==> src/rtl/sprite_palette_unit_if.sv <==
// Sprite palette bus: lookup request, palette write port, flash controls and colour result.
// Latency: none, this is wiring only.
// Backpressure: none; the consumer accepts one pixel per cycle.
interface sprite_palette_if #(
    parameter int INDEX_W   = 3,
    parameter int NUM_BANKS = 4,
    parameter int COLOR_W   = 4
);
    localparam int BANK_W = (NUM_BANKS > 1) ? $clog2(NUM_BANKS) : 1;

    // Lookup request
    logic                   pix_valid_in;
    logic [INDEX_W-1:0]     pix_index;
    logic [BANK_W-1:0]      pix_bank;

    // Palette write port
    logic                   wr_en;
    logic [BANK_W-1:0]      wr_bank;
    logic [INDEX_W-1:0]     wr_addr;
    logic [3*COLOR_W-1:0]   wr_data;

    // Flash effect timing
    logic                   frame_tick;
    logic                   flash_start;

    // Lookup result
    logic [COLOR_W-1:0]     red;
    logic [COLOR_W-1:0]     green;
    logic [COLOR_W-1:0]     blue;
    logic                   pix_valid_out;
    logic                   transparent;
    logic                   flash_active;

    // Sprite fetch side: drives requests and writes, observes colours
    modport master (
        output pix_valid_in, pix_index, pix_bank,
        output wr_en, wr_bank, wr_addr, wr_data,
        output frame_tick, flash_start,
        input  red, green, blue, pix_valid_out, transparent, flash_active
    );

    // Palette unit side
    modport slave (
        input  pix_valid_in, pix_index, pix_bank,
        input  wr_en, wr_bank, wr_addr, wr_data,
        input  frame_tick, flash_start,
        output red, green, blue, pix_valid_out, transparent, flash_active
    );
endinterface

==> src/rtl/sprite_palette_unit.sv <==
// Sprite colour lookup: palette index -> RGB from runtime-loadable banks, with transparency key and hit-flash.
// Latency: 2 cycles from a sampled request to the registered colour outputs.
// Backpressure: none; one pixel accepted every cycle, the pipeline never stalls or bubbles.
module sprite_palette_unit #(
    parameter int           INDEX_W         = 3,
    parameter int           NUM_BANKS       = 4,
    parameter int           COLOR_W         = 4,
    parameter int           TRANSPARENT_IDX = 0,
    parameter logic [7:0]   FLASH_FRAMES    = 8'd32,
    parameter int           FLASH_SHIFT     = 2
) (
    input  logic            Clk,
    input  logic            Reset_n,
    sprite_palette_if.slave bus
);
    localparam int BANK_W  = (NUM_BANKS > 1) ? $clog2(NUM_BANKS) : 1;
    localparam int ENTRIES = 2 ** INDEX_W;
    localparam int RGB_W   = 3 * COLOR_W;

    // One extra bit so NUM_BANKS itself is representable for the range check.
    localparam logic [BANK_W:0]    BANK_LIMIT = (BANK_W + 1)'(NUM_BANKS);
    localparam logic [INDEX_W-1:0] KEY_IDX    = INDEX_W'(TRANSPARENT_IDX);

    // Left-align a 4-bit reset nibble into a COLOR_W channel, zero-filling
    // below it (or keeping only its top bits when channels are narrower).
    function automatic logic [COLOR_W-1:0] widen_nib(input logic [3:0] nib);
        logic [COLOR_W+3:0] wide;
        wide = {nib, {COLOR_W{1'b0}}};
        return wide[COLOR_W+3 -: COLOR_W];
    endfunction

    // Power-up palette: bank 0 holds the default green-hero colours.
    function automatic logic [RGB_W-1:0] reset_entry(input int bank, input int idx);
        logic [11:0] base;
        base = 12'h000;
        if (bank == 0) begin
            case (idx)
                0:       base = 12'hD30;
                1:       base = 12'h0E0;
                2:       base = 12'h000;
                3:       base = 12'h04E;
                4:       base = 12'hECA;
                5:       base = 12'h080;
                6:       base = 12'h026;
                7:       base = 12'h977;
                default: base = 12'h000;
            endcase
        end
        return {widen_nib(base[11:8]), widen_nib(base[7:4]), widen_nib(base[3:0])};
    endfunction

    typedef enum logic {
        ST_IDLE   = 1'b0,
        ST_ACTIVE = 1'b1
    } flash_state_t;

    // Palette storage
    logic [RGB_W-1:0]   r_pal [NUM_BANKS][ENTRIES];

    // Flash control
    flash_state_t       r_flash_state;
    flash_state_t       w_flash_state_nxt;
    logic [7:0]         r_flash_cnt;
    logic [7:0]         w_flash_cnt_nxt;
    logic               w_flash_phase;

    // Stage 1: raw palette entry plus per-pixel decisions
    logic               r_s1_vld;
    logic [RGB_W-1:0]   r_s1_rgb;
    logic               r_s1_transp;
    logic               r_s1_flash;

    // Stage 2: final colour
    logic               r_s2_vld;
    logic [RGB_W-1:0]   r_s2_rgb;
    logic               r_s2_transp;

    logic               w_wr_ok;
    logic               w_rd_ok;
    logic [RGB_W-1:0]   w_rd_rgb;
    logic               w_is_key;
    logic               w_force;

    assign w_wr_ok  = bus.wr_en && ({1'b0, bus.wr_bank} < BANK_LIMIT);
    assign w_rd_ok  = ({1'b0, bus.pix_bank} < BANK_LIMIT);
    assign w_is_key = (bus.pix_index == KEY_IDX);

    // Blink phase is judged on the counter value present when the pixel is sampled.
    assign w_flash_phase = (r_flash_state == ST_ACTIVE) && r_flash_cnt[FLASH_SHIFT];

    // Transparent pixels keep their colour so the key survives a flash.
    assign w_force = r_s1_flash && !r_s1_transp;

    // Palette read; banks that do not exist read as black.
    always_comb begin
        w_rd_rgb = '0;
        if (w_rd_ok) begin
            w_rd_rgb = r_pal[bus.pix_bank][bus.pix_index];
        end
    end

    // Palette write port; reset restores the power-up palette.
    always_ff @(posedge Clk or negedge Reset_n) begin
        if (!Reset_n) begin
            for (int b = 0; b < NUM_BANKS; b++) begin
                for (int i = 0; i < ENTRIES; i++) begin
                    r_pal[b][i] <= reset_entry(b, i);
                end
            end
        end else if (w_wr_ok) begin
            r_pal[bus.wr_bank][bus.wr_addr] <= bus.wr_data;
        end
    end

    // Flash state and counter registers.
    always_ff @(posedge Clk or negedge Reset_n) begin
        if (!Reset_n) begin
            r_flash_state <= ST_IDLE;
            r_flash_cnt   <= 8'd0;
        end else begin
            r_flash_state <= w_flash_state_nxt;
            r_flash_cnt   <= w_flash_cnt_nxt;
        end
    end

    // Flash next state: a start (re)loads and beats a coincident tick; ticks count down to zero and stop.
    always_comb begin
        w_flash_cnt_nxt   = r_flash_cnt;
        w_flash_state_nxt = r_flash_state;
        if (bus.flash_start) begin
            w_flash_cnt_nxt = FLASH_FRAMES;
        end else if (bus.frame_tick && (r_flash_cnt != 8'd0)) begin
            w_flash_cnt_nxt = r_flash_cnt - 8'd1;
        end
        case (r_flash_state)
            ST_IDLE: begin
                if (w_flash_cnt_nxt != 8'd0) begin
                    w_flash_state_nxt = ST_ACTIVE;
                end
            end
            ST_ACTIVE: begin
                if (w_flash_cnt_nxt == 8'd0) begin
                    w_flash_state_nxt = ST_IDLE;
                end
            end
            default: begin
                w_flash_state_nxt = ST_IDLE;
            end
        endcase
    end

    // Stage 1: capture the entry (before any same-edge write lands), key compare and blink phase.
    always_ff @(posedge Clk or negedge Reset_n) begin
        if (!Reset_n) begin
            r_s1_vld    <= 1'b0;
            r_s1_rgb    <= '0;
            r_s1_transp <= 1'b0;
            r_s1_flash  <= 1'b0;
        end else begin
            r_s1_vld <= bus.pix_valid_in;
            if (bus.pix_valid_in) begin
                r_s1_rgb    <= w_rd_rgb;
                r_s1_transp <= w_is_key;
                r_s1_flash  <= w_flash_phase;
            end else begin
                r_s1_rgb    <= '0;
                r_s1_transp <= 1'b0;
                r_s1_flash  <= 1'b0;
            end
        end
    end

    // Stage 2: apply the flash override; invalid slots present black and not transparent.
    always_ff @(posedge Clk or negedge Reset_n) begin
        if (!Reset_n) begin
            r_s2_vld    <= 1'b0;
            r_s2_rgb    <= '0;
            r_s2_transp <= 1'b0;
        end else begin
            r_s2_vld <= r_s1_vld;
            if (r_s1_vld) begin
                r_s2_rgb    <= w_force ? {RGB_W{1'b1}} : r_s1_rgb;
                r_s2_transp <= r_s1_transp;
            end else begin
                r_s2_rgb    <= '0;
                r_s2_transp <= 1'b0;
            end
        end
    end

    assign bus.red           = r_s2_rgb[RGB_W-1 -: COLOR_W];
    assign bus.green         = r_s2_rgb[2*COLOR_W-1 -: COLOR_W];
    assign bus.blue          = r_s2_rgb[COLOR_W-1:0];
    assign bus.pix_valid_out = r_s2_vld;
    assign bus.transparent   = r_s2_transp;
    assign bus.flash_active  = (r_flash_state == ST_ACTIVE);
endmodule

==> src/flat_wrapper.sv <==
// flat-port wrapper written by rule: the top's interface ports become plain ports
module sprite_palette_unit_flat 
#(
    parameter int           INDEX_W         = 3,
    parameter int           NUM_BANKS       = 4,
    parameter int           COLOR_W         = 4,
    parameter int           TRANSPARENT_IDX = 0,
    parameter logic [7:0]   FLASH_FRAMES    = 8'd32,
    parameter int           FLASH_SHIFT     = 2
)
  (Clk, Reset_n, bus_pix_valid_in, bus_pix_index, bus_pix_bank, bus_wr_en, bus_wr_bank, bus_wr_addr, bus_wr_data, bus_frame_tick, bus_flash_start, bus_red, bus_green, bus_blue, bus_pix_valid_out, bus_transparent, bus_flash_active);
  sprite_palette_if #(.INDEX_W(INDEX_W), .NUM_BANKS(NUM_BANKS), .COLOR_W(COLOR_W)) bus_i ();
  input  logic Clk;
  input  logic Reset_n;
  input wire logic [$bits(bus_i.pix_valid_in)-1:0] bus_pix_valid_in;
  input wire logic [$bits(bus_i.pix_index)-1:0] bus_pix_index;
  input wire logic [$bits(bus_i.pix_bank)-1:0] bus_pix_bank;
  input wire logic [$bits(bus_i.wr_en)-1:0] bus_wr_en;
  input wire logic [$bits(bus_i.wr_bank)-1:0] bus_wr_bank;
  input wire logic [$bits(bus_i.wr_addr)-1:0] bus_wr_addr;
  input wire logic [$bits(bus_i.wr_data)-1:0] bus_wr_data;
  input wire logic [$bits(bus_i.frame_tick)-1:0] bus_frame_tick;
  input wire logic [$bits(bus_i.flash_start)-1:0] bus_flash_start;
  output wire logic [$bits(bus_i.red)-1:0] bus_red;
  output wire logic [$bits(bus_i.green)-1:0] bus_green;
  output wire logic [$bits(bus_i.blue)-1:0] bus_blue;
  output wire logic [$bits(bus_i.pix_valid_out)-1:0] bus_pix_valid_out;
  output wire logic [$bits(bus_i.transparent)-1:0] bus_transparent;
  output wire logic [$bits(bus_i.flash_active)-1:0] bus_flash_active;
  assign bus_i.pix_valid_in = bus_pix_valid_in;
  assign bus_i.pix_index = bus_pix_index;
  assign bus_i.pix_bank = bus_pix_bank;
  assign bus_i.wr_en = bus_wr_en;
  assign bus_i.wr_bank = bus_wr_bank;
  assign bus_i.wr_addr = bus_wr_addr;
  assign bus_i.wr_data = bus_wr_data;
  assign bus_i.frame_tick = bus_frame_tick;
  assign bus_i.flash_start = bus_flash_start;
  assign bus_red = bus_i.red;
  assign bus_green = bus_i.green;
  assign bus_blue = bus_i.blue;
  assign bus_pix_valid_out = bus_i.pix_valid_out;
  assign bus_transparent = bus_i.transparent;
  assign bus_flash_active = bus_i.flash_active;
  sprite_palette_unit #(.INDEX_W(INDEX_W), .NUM_BANKS(NUM_BANKS), .COLOR_W(COLOR_W), .TRANSPARENT_IDX(TRANSPARENT_IDX), .FLASH_FRAMES(FLASH_FRAMES), .FLASH_SHIFT(FLASH_SHIFT)) u_core (.Clk(Clk), .Reset_n(Reset_n), .bus(bus_i));
endmodule
==> config.mk <==
export PLATFORM = sky130hd
export DESIGN_NAME = sprite_palette_unit_flat
export DESIGN_NICKNAME = d
export VERILOG_FILES = /design/src/rtl/sprite_palette_unit_if.sv /design/src/rtl/sprite_palette_unit.sv /design/src/flat_wrapper.sv
export SDC_FILE = /design/constraint.sdc
export NUM_CORES = 1
export LEC_CHECK = 0
export BUFFER_PORTS_ARGS = -buffer_cell sky130_fd_sc_hd__buf_2
export CORE_ASPECT_RATIO = 1.25
export CORE_MARGIN = 2
export CORE_UTILIZATION = 63
export CTS_CLUSTER_DIAMETER = 200
export CTS_CLUSTER_SIZE = 12
export DETAILED_ROUTE_END_ITERATION = 12
export HOLD_SLACK_MARGIN = 0.1
export PLACE_DENSITY = 0.8
export SYNTH_ARGS = -nofsm -noshare
export SYNTH_HDL_FRONTEND = slang
export SYNTH_SLANG_ARGS = --single-unit
==> constraint.sdc <==
create_clock -name Clk -period 2.8 [get_ports Clk]
set_input_delay 0.14 -clock Clk [delete_from_list [all_inputs] [get_ports Clk]]
set_output_delay 0.14 -clock Clk [all_outputs]
set_load 0.05 [all_outputs]
## Word-level counts from Yosys, hierarchy flattened

Index checks and enable logic that the tools add are counted.
W data, S select, Z words.

- Word-level logic and storage cells: 85
- Bits of input ports: 28
- Register bits: 422

- $add $sub $neg: 1
- Multiplexer cells: 22
- $lt $le $gt $ge: 6
- Bitwise operators: 5
- Reductions and logical operators: 10

Operators by type and width:

| operator | number |
|---|---|
| $bwmux W384 | 1 |
| $mux W96 | 3 |
| $bmux W96 S2 | 1 |
| $demux W96 S2 | 1 |
| $mux W12 | 6 |
| $bmux W12 S3 | 1 |
| $demux W12 S3 | 1 |
| $mux W8 | 2 |
| $reduce_bool A8 Y1 | 2 |
| $ge A4 B4 Y1 const B | 2 |
| $logic_not A8 Y1 | 1 |
| $not A3 Y4 | 2 |
| $sub A8 B1 Y8 const B | 1 |
| $ge A3 B3 Y1 const B | 2 |
| $not A2 Y3 | 2 |
| $logic_and A1 B1 Y1 | 5 |
| $mux W1 | 5 |
| $lt A4 B1 Y1 const B | 1 |
| $logic_not A3 Y1 | 1 |
| $lt A3 B1 Y1 const B | 1 |
| $pmux W1 S2 | 1 |
| $logic_not A1 Y1 | 1 |
| $not A1 Y1 | 1 |

## Longest topological paths before layout

Gate-level depths: netlist of run 1.

- Depth after elaboration: 8
- Depth in mapped cells: 7
- Depth with buffers taken out: 7

## Worst setup path before layout of run 1

No wires, ideal clock.

- Kind: register -> register
- Start: reg u_core.r_flash_cnt[0]
- End: reg u_core.r_flash_state, in the netlist u_core.bus.flash_active
- Path buffers: 0
- Setup time: 0.138 ns
- Path slack: 0.699 ns
- Data required time: 2.662 ns
- Data arrival time: 1.962 ns
- Cell stages (with the launch flop): 8
- Cells stage by stage: dfrtp_1 -> inv_1 -> ha_1 -> nor4b_1 -> nand2b_1 -> a21oi_1 -> a21oi_1 -> or4_1

- Longest elaborated chain between the ends: 7
- Elaborated cells on any way between the ends: 10
- Those cells by class: add/sub (1); mux (5); reduce/logical (4)

Ends and longest elaborated chain:

| item | line | source |
|---|---|---|
| from (decl) | sprite_palette_unit.sv:63 | `logic [7:0] r_flash_cnt;` |
| from (signal assigned) | sprite_palette_unit.sv:122 | `r_flash_cnt <= w_flash_cnt_nxt;` |
| parallel branches: the longest is 2 deep, another holds $sub A8 B1 Y8 | - |  |
| $mux W8 (*) | sprite_palette_unit.sv:132 | `end else if (bus.frame_tick && (r_flash_cnt != 8'd0)) begin` |
| $mux W8 (*) | sprite_palette_unit.sv:130 | `if (bus.flash_start) begin` |
| $logic_not A8 Y1 or $reduce_bool A8 Y1 (tied branches) | sprite_palette_unit.sv:142, sprite_palette_unit.sv:137 |  |
| $mux W1 (on tied branches) | sprite_palette_unit.sv:142, sprite_palette_unit.sv:137 |  |
| $pmux W1 S2 (*) | sprite_palette_unit.sv:135 | `case (r_flash_state)` |
| via u_core.w_flash_state_nxt | sprite_palette_unit.sv:62 | `flash_state_t w_flash_state_nxt;` |
| to (signal assigned) | sprite_palette_unit.sv:121 | `r_flash_state <= w_flash_state_nxt;` |
| to (decl) | sprite_palette_unit.sv:61 | `flash_state_t r_flash_state;` |

Mark *: on every way through the listed nets, which the timed path passes.
A chain may end at the register's enable or synchronous reset.

## Final worst setup path of run 1

- Start: reg u_core.r_flash_cnt[0]
- End: reg u_core.r_flash_cnt[1]

- Longest elaborated chain between the ends: 4
- Elaborated cells on any way between the ends: 5
- Those cells by class: add/sub (1); mux (2); reduce/logical (2)

Ends and longest elaborated chain:

| item | line | source |
|---|---|---|
| parallel branches: the longest is 2 deep, another holds $sub A8 B1 Y8 | - |  |
| $mux W8 (*) | sprite_palette_unit.sv:132 |  |
| $mux W8 (*) | sprite_palette_unit.sv:130 |  |
| via u_core.w_flash_cnt_nxt[1] | sprite_palette_unit.sv:64 | `logic [7:0] w_flash_cnt_nxt;` |

Marked as above.

==> impl_metrics.ini, run 1 <==
[synth]
yosys_warnings = 0
synthCells = 1212
synth_edf_count = 0
synth_top_area_share_pct = 52.0
synthDistinctLibCells = 48
syn_area_per_cell_um2 = 15.5
syn-num-nets = 1242
ys_ff_latch = 422
synthTopCellsByArea = dfrtp_1, mux2_2, mux4_2
synthArstFlopShare_pct = 100
netlist_area_mm2 = 0.0188
yosysSeqAreaShare_pct = 56.3
ys.flop_type = dfrtp_1
yosys.area.top_type = dfrtp_1

[worst_setup_path]
required_ns = 3.21
cp.arrival_ns = 2.67
startpoint_type = flip-flop
crit_path_start = u_core.r_flash_cnt[0]
path_class = flip-flop to flip-flop
rr_worst_depth = 7
cp_max_fo = 5
rrSetupSlack_ns = 0.54
rr_startpoint = u_core.r_flash_cnt[0]
critPathCaptureType = flip-flop

[timing]
fmax_ghz = 0.442
fin_crit_sh_pct = 80.7
setup_tns_ns = 0
worst_pin_slew_ns = 0.987
slew_headroom_pct = 34.1
skew_ns = 0.0133
period_needed_ns = 2.26
maxSlewViolCount = 0
finalHoldViolCount = 0
grt_setup_unrepaired = no
setup_violations = 0

[floorplan]
dieArea_mm2 = 0.0313
die_h_um = 197
coreArea_mm2 = 0.0293
rows = 70
dieWidth_um = 159
ios = 43
initial_utilization_pct = 64.1

[layout]
final_common_cell = dfrtp_1
finalNetCount = 1270
areaGrowthSynthToFinish_pct = 10.2
mostFrequentLayoutCells = dfrtp_1, mux2_2, mux4_2
fin_area_mm2 = 0.0207
drive_gt1_share_pct = 50.8
antenna_cells = 0

[drt]
drc = 0
wl_um = 42000
routedWlPerCell_um = 25.2
postRouteAntennaNets = 0
num_vias = 10718
drt_iter0_drc = 802
vias_per_cell = 6.44
firstDrtPassIters = 5

[outcome]
status = completed

[cts]
clkTransAtPathRegs_ns = 0.06
root_buffer = clkbuf_16
numCtsBuffers = 41
clock-sinks = 422
h-tree-depth = 2
post_cts.repair.setup_buffers = 0
clock_latency_ns = 0.53
tritoncts = built
cts.path.max_buffers = 3

[global_routing]
busiest_layer = met2
grt_pass1_vias = 11323
grt_pass1_wl_um = 65800
met2_usage_pct = 46.2
grt_max_degree = 96
met3_usage_pct = 3.88
grt.overflow.total = 0
grt_usage_pct = 28.2
antenna_found_initial = 1
grt_use_met1_pct = 39.6

[placed_design]
gp_congestion = 0.840
placed_area_mm2 = 0.0195
hpwl_um = 26800
port_buffers = 42

[pwr]
ir_worst_vdd_mv = 0.528
powerDensity_mw_per_mm2 = 745
total_leakage_power_nw = 9.19

[min_path]
hold_start = bus_wr_data[1]
hold_depth = 2
hp-class = primary input to flip-flop

[flow_run]
drv_cap = 0
## logic make-up after synthesis
kind of cell,share of synthesized area [%]
flops,56.3
mux,34.7
compound gates,3.20
xor+xnor,0.0465
buf+inv,2.41
simple gates,3.18
fa+ha+maj,0.133
## Yosys cell counts (6+ instances only)
master,number
a21oi_1,7
a22o_1,16
a22oi_1,10
buf_2,11
buf_4,8
clkbuf_1,74
dfrtp_1,391
dfstp_2,31
mux2_2,384
mux4_2,96
nand2_1,26
nor2_1,36
nor2b_1,6
nor3_1,9
nor3b_1,6
o21a_1,12
o22ai_1,12
## worst max-delay path, cell delays in order, from the launching register on
cell	delay, ns
dfrtp_1	0.39
inv_1	0.14
ha_1	0.23
nor4b_2	0.33
nand2b_1	0.18
a21oi_1	0.22
a311oi_1	0.07
dlygate4sd3_1	0.57
## state kept, by name, summed over array words and instances (netlist names)
register,cells
u_core.bus.pix_valid_out,1
u_core.r_flash_cnt,8
u_core.r_pal,384
u_core.bus.transparent,1
u_core.r_s1_vld,1
u_core.r_s2_rgb,12
u_core.r_s1_rgb,12
u_core.r_s1_transp,1
u_core.r_s1_flash,1
u_core.bus.flash_active,1
## power by group
group / total, W / internal [W] / switching, W
clock network: 0.00511 / 0.00286 / 0.00226
registers: 0.00788 / 0.00730 / 0.000580
logic: 0.00246 / 0.00147 / 0.000985
## worst paths after layout
kind / endpoint
setup / recovery: u_core.r_flash_cnt[1]
hold / removal: u_core.r_pal[337]
setup reg to reg: u_core.r_flash_cnt[1]
hold reg to reg: u_core.r_s2_rgb[0]
max in group asynchronous: u_core.r_pal[342]
min in group asynchronous: u_core.r_pal[119]
## cell type report
type                    instances  area, µm²
clock buffers                  70       1180
clock inverters                 2       20.0
fillers                      1889       8600
inverters                       5       18.8
multi-input cells             685       7780
flip-flops and latches        422      10600
well taps                     396        495
repair buffers                 85        654
## layer usage
metal | part of all wire, % | routed length [µm]
met4 | 3.0 | 1260
met2 | 51 | 21200
met5 | 0.021 | 9
met1 | 42 | 17500
met3 | 4.7 | 1960
## timing repair
action,in CTS,in global routing
gates resized for setup,0,1
endpoints found under the setup margin,0,1
hold endpoints to repair,101,0
hold buffers,6,0
## per-stage QoR
step / utilization (%) / worst slack [ns] / cells / hold WS, ns / total power [W]
after global routing: 70.7 / 0.281 / 1665 / 0.205 / 0.0161
after detailed placement: 66.4 / 0.442 / 1587 / 0.230 / 0.0104
final: 70.7 / 0.540 / 1665 / 0.208 / 0.0154
after global placement: 66.4 / 0.492 / 1587 / 0.228 / 0.0102
after floorplan: - / 0.699 / 1212 / -0.156 / 0.00967
after CTS: 70.7 / 0.342 / 1665 / 0.177 / 0.0155
Power figures use the tool's default switching activity.
==> inputs of run 2 (changes only) <==
--- a/config.mk
+++ b/config.mk
@@ -8,12 +8,12 @@
 export BUFFER_PORTS_ARGS = -buffer_cell sky130_fd_sc_hd__buf_2
 export CORE_ASPECT_RATIO = 1.25
 export CORE_MARGIN = 2
-export CORE_UTILIZATION = 63
+export CORE_UTILIZATION = 57
 export CTS_CLUSTER_DIAMETER = 200
 export CTS_CLUSTER_SIZE = 12
 export DETAILED_ROUTE_END_ITERATION = 12
 export HOLD_SLACK_MARGIN = 0.1
-export PLACE_DENSITY = 0.8
+export PLACE_DENSITY = 0.77
 export SYNTH_ARGS = -nofsm -noshare
 export SYNTH_HDL_FRONTEND = slang
 export SYNTH_SLANG_ARGS = --single-unit
==> constraint.sdc (replaced) <==
create_clock -name Clk -period 1.95 [get_ports Clk]
set_input_delay 0.0975 -clock Clk [delete_from_list [all_inputs] [get_ports Clk]]
set_output_delay 0.0975 -clock Clk [all_outputs]
set_load 0.05 [all_outputs]
==> run 2 against run 1 <==
  * The run now ends with setup timing left
  * Sequential cell count unchanged
  * Global-route usage down 3.2 points
  * Clock-buffer cell count down 1
  * Worst setup slack worse by 0.58 ns
  * Via count up 0.97%
  * Fmax up 14%
  * Core utilization down 5.6 points
  * Sequential share of layout area down 1.1 points
  * Power up 44%
  * Largest power group unchanged
==> impl_metrics.ini, run 2 (synthesis gave the netlist of run 1 again) <==
[outcome]
status = complete, but fails checks
violations = setup timing

[timing]
worst_pin_slew_ns = 1.02
fin_crit_sh_pct = 102
grt_setup_unrepaired = yes
holdWs_ns = 0.139
period_needed_ns = 1.99
slew_headroom_pct = 31.8
skew_ns = 0.0251
maxSlewViolCount = 0
fmax_ghz = 0.502
fin_ws_ns = -0.0411
setup_violations = 1
finalHoldViolCount = 0
setup_tns_ns = -0.0411

[cts]
root_buffer = clkbuf_16
clock_latency_ns = 0.55
cts.path.max_buffers = 3
tritoncts = built
clock-sinks = 422
clkTransAtPathRegs_ns = 0.06
numCtsBuffers = 41
h-tree-depth = 2

[worst_setup_path]
cp.arrival_ns = 2.41
rr_startpoint = u_core.r_flash_cnt[1]
critPathCaptureType = flip-flop
worstPathCellList = or3b_4 > or2_1 > a211o_1 > or4_1
cpLargestDelayFamily = simple AND/OR/NAND/NOR gates
critPathMaxStageDelay_ns = 0.51
rr_worst_depth = 4
cp_slowest_cell = or4_1
path_class = flip-flop to flip-flop
startpoint_type = flip-flop
rrSetupSlack_ns = -0.04
required_ns = 2.37
path_buf_inv = 0
reg2reg_to = u_core.bus.flash_active
cp_max_fo = 3

[floorplan]
initial_utilization_pct = 57.8
rows = 74
coreArea_mm2 = 0.0326
dieWidth_um = 167
die_h_um = 207
ios = 43
dieArea_mm2 = 0.0345

[layout]
fin_area_mm2 = 0.0212
fin_cells = 1719
areaGrowthSynthToFinish_pct = 12.7
antenna_cells = 0
mostFrequentLayoutCells = dfrtp_1, mux2_2, mux4_2
largest_register = u_core.r_pal
largest_reg_flops = 384
final_common_cell = dfrtp_1
drive_gt1_share_pct = 52.7
reg.largest.list = u_core.r_pal: 384 flops, u_core.r_s1_rgb: 12 flops, u_core.r_s2_rgb: 12 flops
fillers = 2266
finalNetCount = 1303

[drt]
wl_um = 41900
drc = 0
num_vias = 10822
routedWlPerCell_um = 24.4
drt_iter0_drc = 759
vias_per_cell = 6.30
postRouteAntennaNets = 0
firstDrtPassIters = 5

[global_routing]
grt_max_degree = 69
grt_pass1_wl_um = 67500
grt.overflow.total = 0
grt_pass1_vias = 11779
antenna_found_initial = 0
grt_usage_pct = 25.0

[placed_design]
place_ws_ns = -0.141
hpwl_um = 27200
dp_cells = 1641
port_buffers = 42
placed_area_mm2 = 0.0199
gp_congestion = 0.764

[min_path]
hold_depth = 3
whs_endpoint = u_core.r_s1_rgb[6]
hold_start = bus_pix_index[1]
hp-class = primary input to flip-flop

[flow_run]
drv_cap = 0

[pwr]
total_leakage_power_nw = 9.39
powerDensity_mw_per_mm2 = 1050
ir_worst_vdd_mv = 0.955
run 2: cell count changes in the layout (fill, tap and decap cells not counted), sizes merged:
cell    delta
clkbuf     -1
buf       +33
run 2: where the power goes:
| group | internal [W] | switching [W] |
|---|---|---|
| sequential | 0.0105 | 0.000847 |
| clock | 0.00409 | 0.00321 |
| combinational | 0.00220 | 0.00145 |
| total | 0.0168 | 0.00551 |
run 2: metrics by stage:
| stage | utilization (%) | power, W |
|---|---|---|
| final | 65.1 | 0.0223 |
| after global routing | 65.1 | 0.0232 |
| after CTS | 65.0 | 0.0224 |
| after detailed placement | 61.0 | 0.0150 |
| after global placement | 61.0 | 0.0148 |
| after floorplan | - | 0.0139 |
run 2: worst max-delay path by stage:
stage                                from                       to  slack [ns]  cells after the start
floorplan           u_core.r_flash_cnt[2]  u_core.bus.flash_active      -0.009                      5
detailed placement       u_core.r_pal[85]       u_core.r_s1_rgb[1]       -0.14                      6
finish              u_core.r_flash_cnt[1]  u_core.bus.flash_active       -0.04                      4
CTS                 u_core.r_flash_cnt[1]  u_core.bus.flash_active      -0.003                      4
global route        u_core.r_flash_cnt[1]  u_core.bus.flash_active       -0.09                      4
global placement        u_core.r_pal[373]       u_core.r_s1_rgb[1]       -0.10                      6
run 2: worst min-delay path, stage by stage:
cell and delay, ns:
buf_2 0.21, mux2i_1 0.21, a311oi_1 0.11
run 2: metal layers:
layer  vias to the layer above  wire (µm)  GRT usage (%)  part of all wire (%)
li1                       4630          -              -                     -
met5                         -          0              0                     0
met4                         0       1110           8.47                   2.7
met2                       250      22000           43.0                    53
met3                        78       1610           3.73                   3.8
met1                      5864      17100           32.8                    41
run 2: area by class of cell:
type / count / area (µm²) / area share, %
flip-flops and latches: 422 / 10600 / 50.0
multi-input cells: 685 / 7840 / 36.9
clock buffers: 69 / 1170 / 5.53
repair buffers: 118 / 1040 / 4.90
well taps: 418 / 523 / 2.47
clock inverters: 2 / 20.0 / 0.0944
inverters: 5 / 18.8 / 0.0885
run 2: timing repair:
| item | 4_1_cts | 5_1_grt |
|---|---|---|
| hold buffers | 7 | 0 |
| cloned | 0 | 0 |
| endpoints found under the hold margin | 410 | 0 |
| endpoints found under the setup margin | 2 | 3 |
| setup buffers | 0 | 0 |
| gates resized for setup | 5 | 8 |
| pin swaps | 1 | 2 |
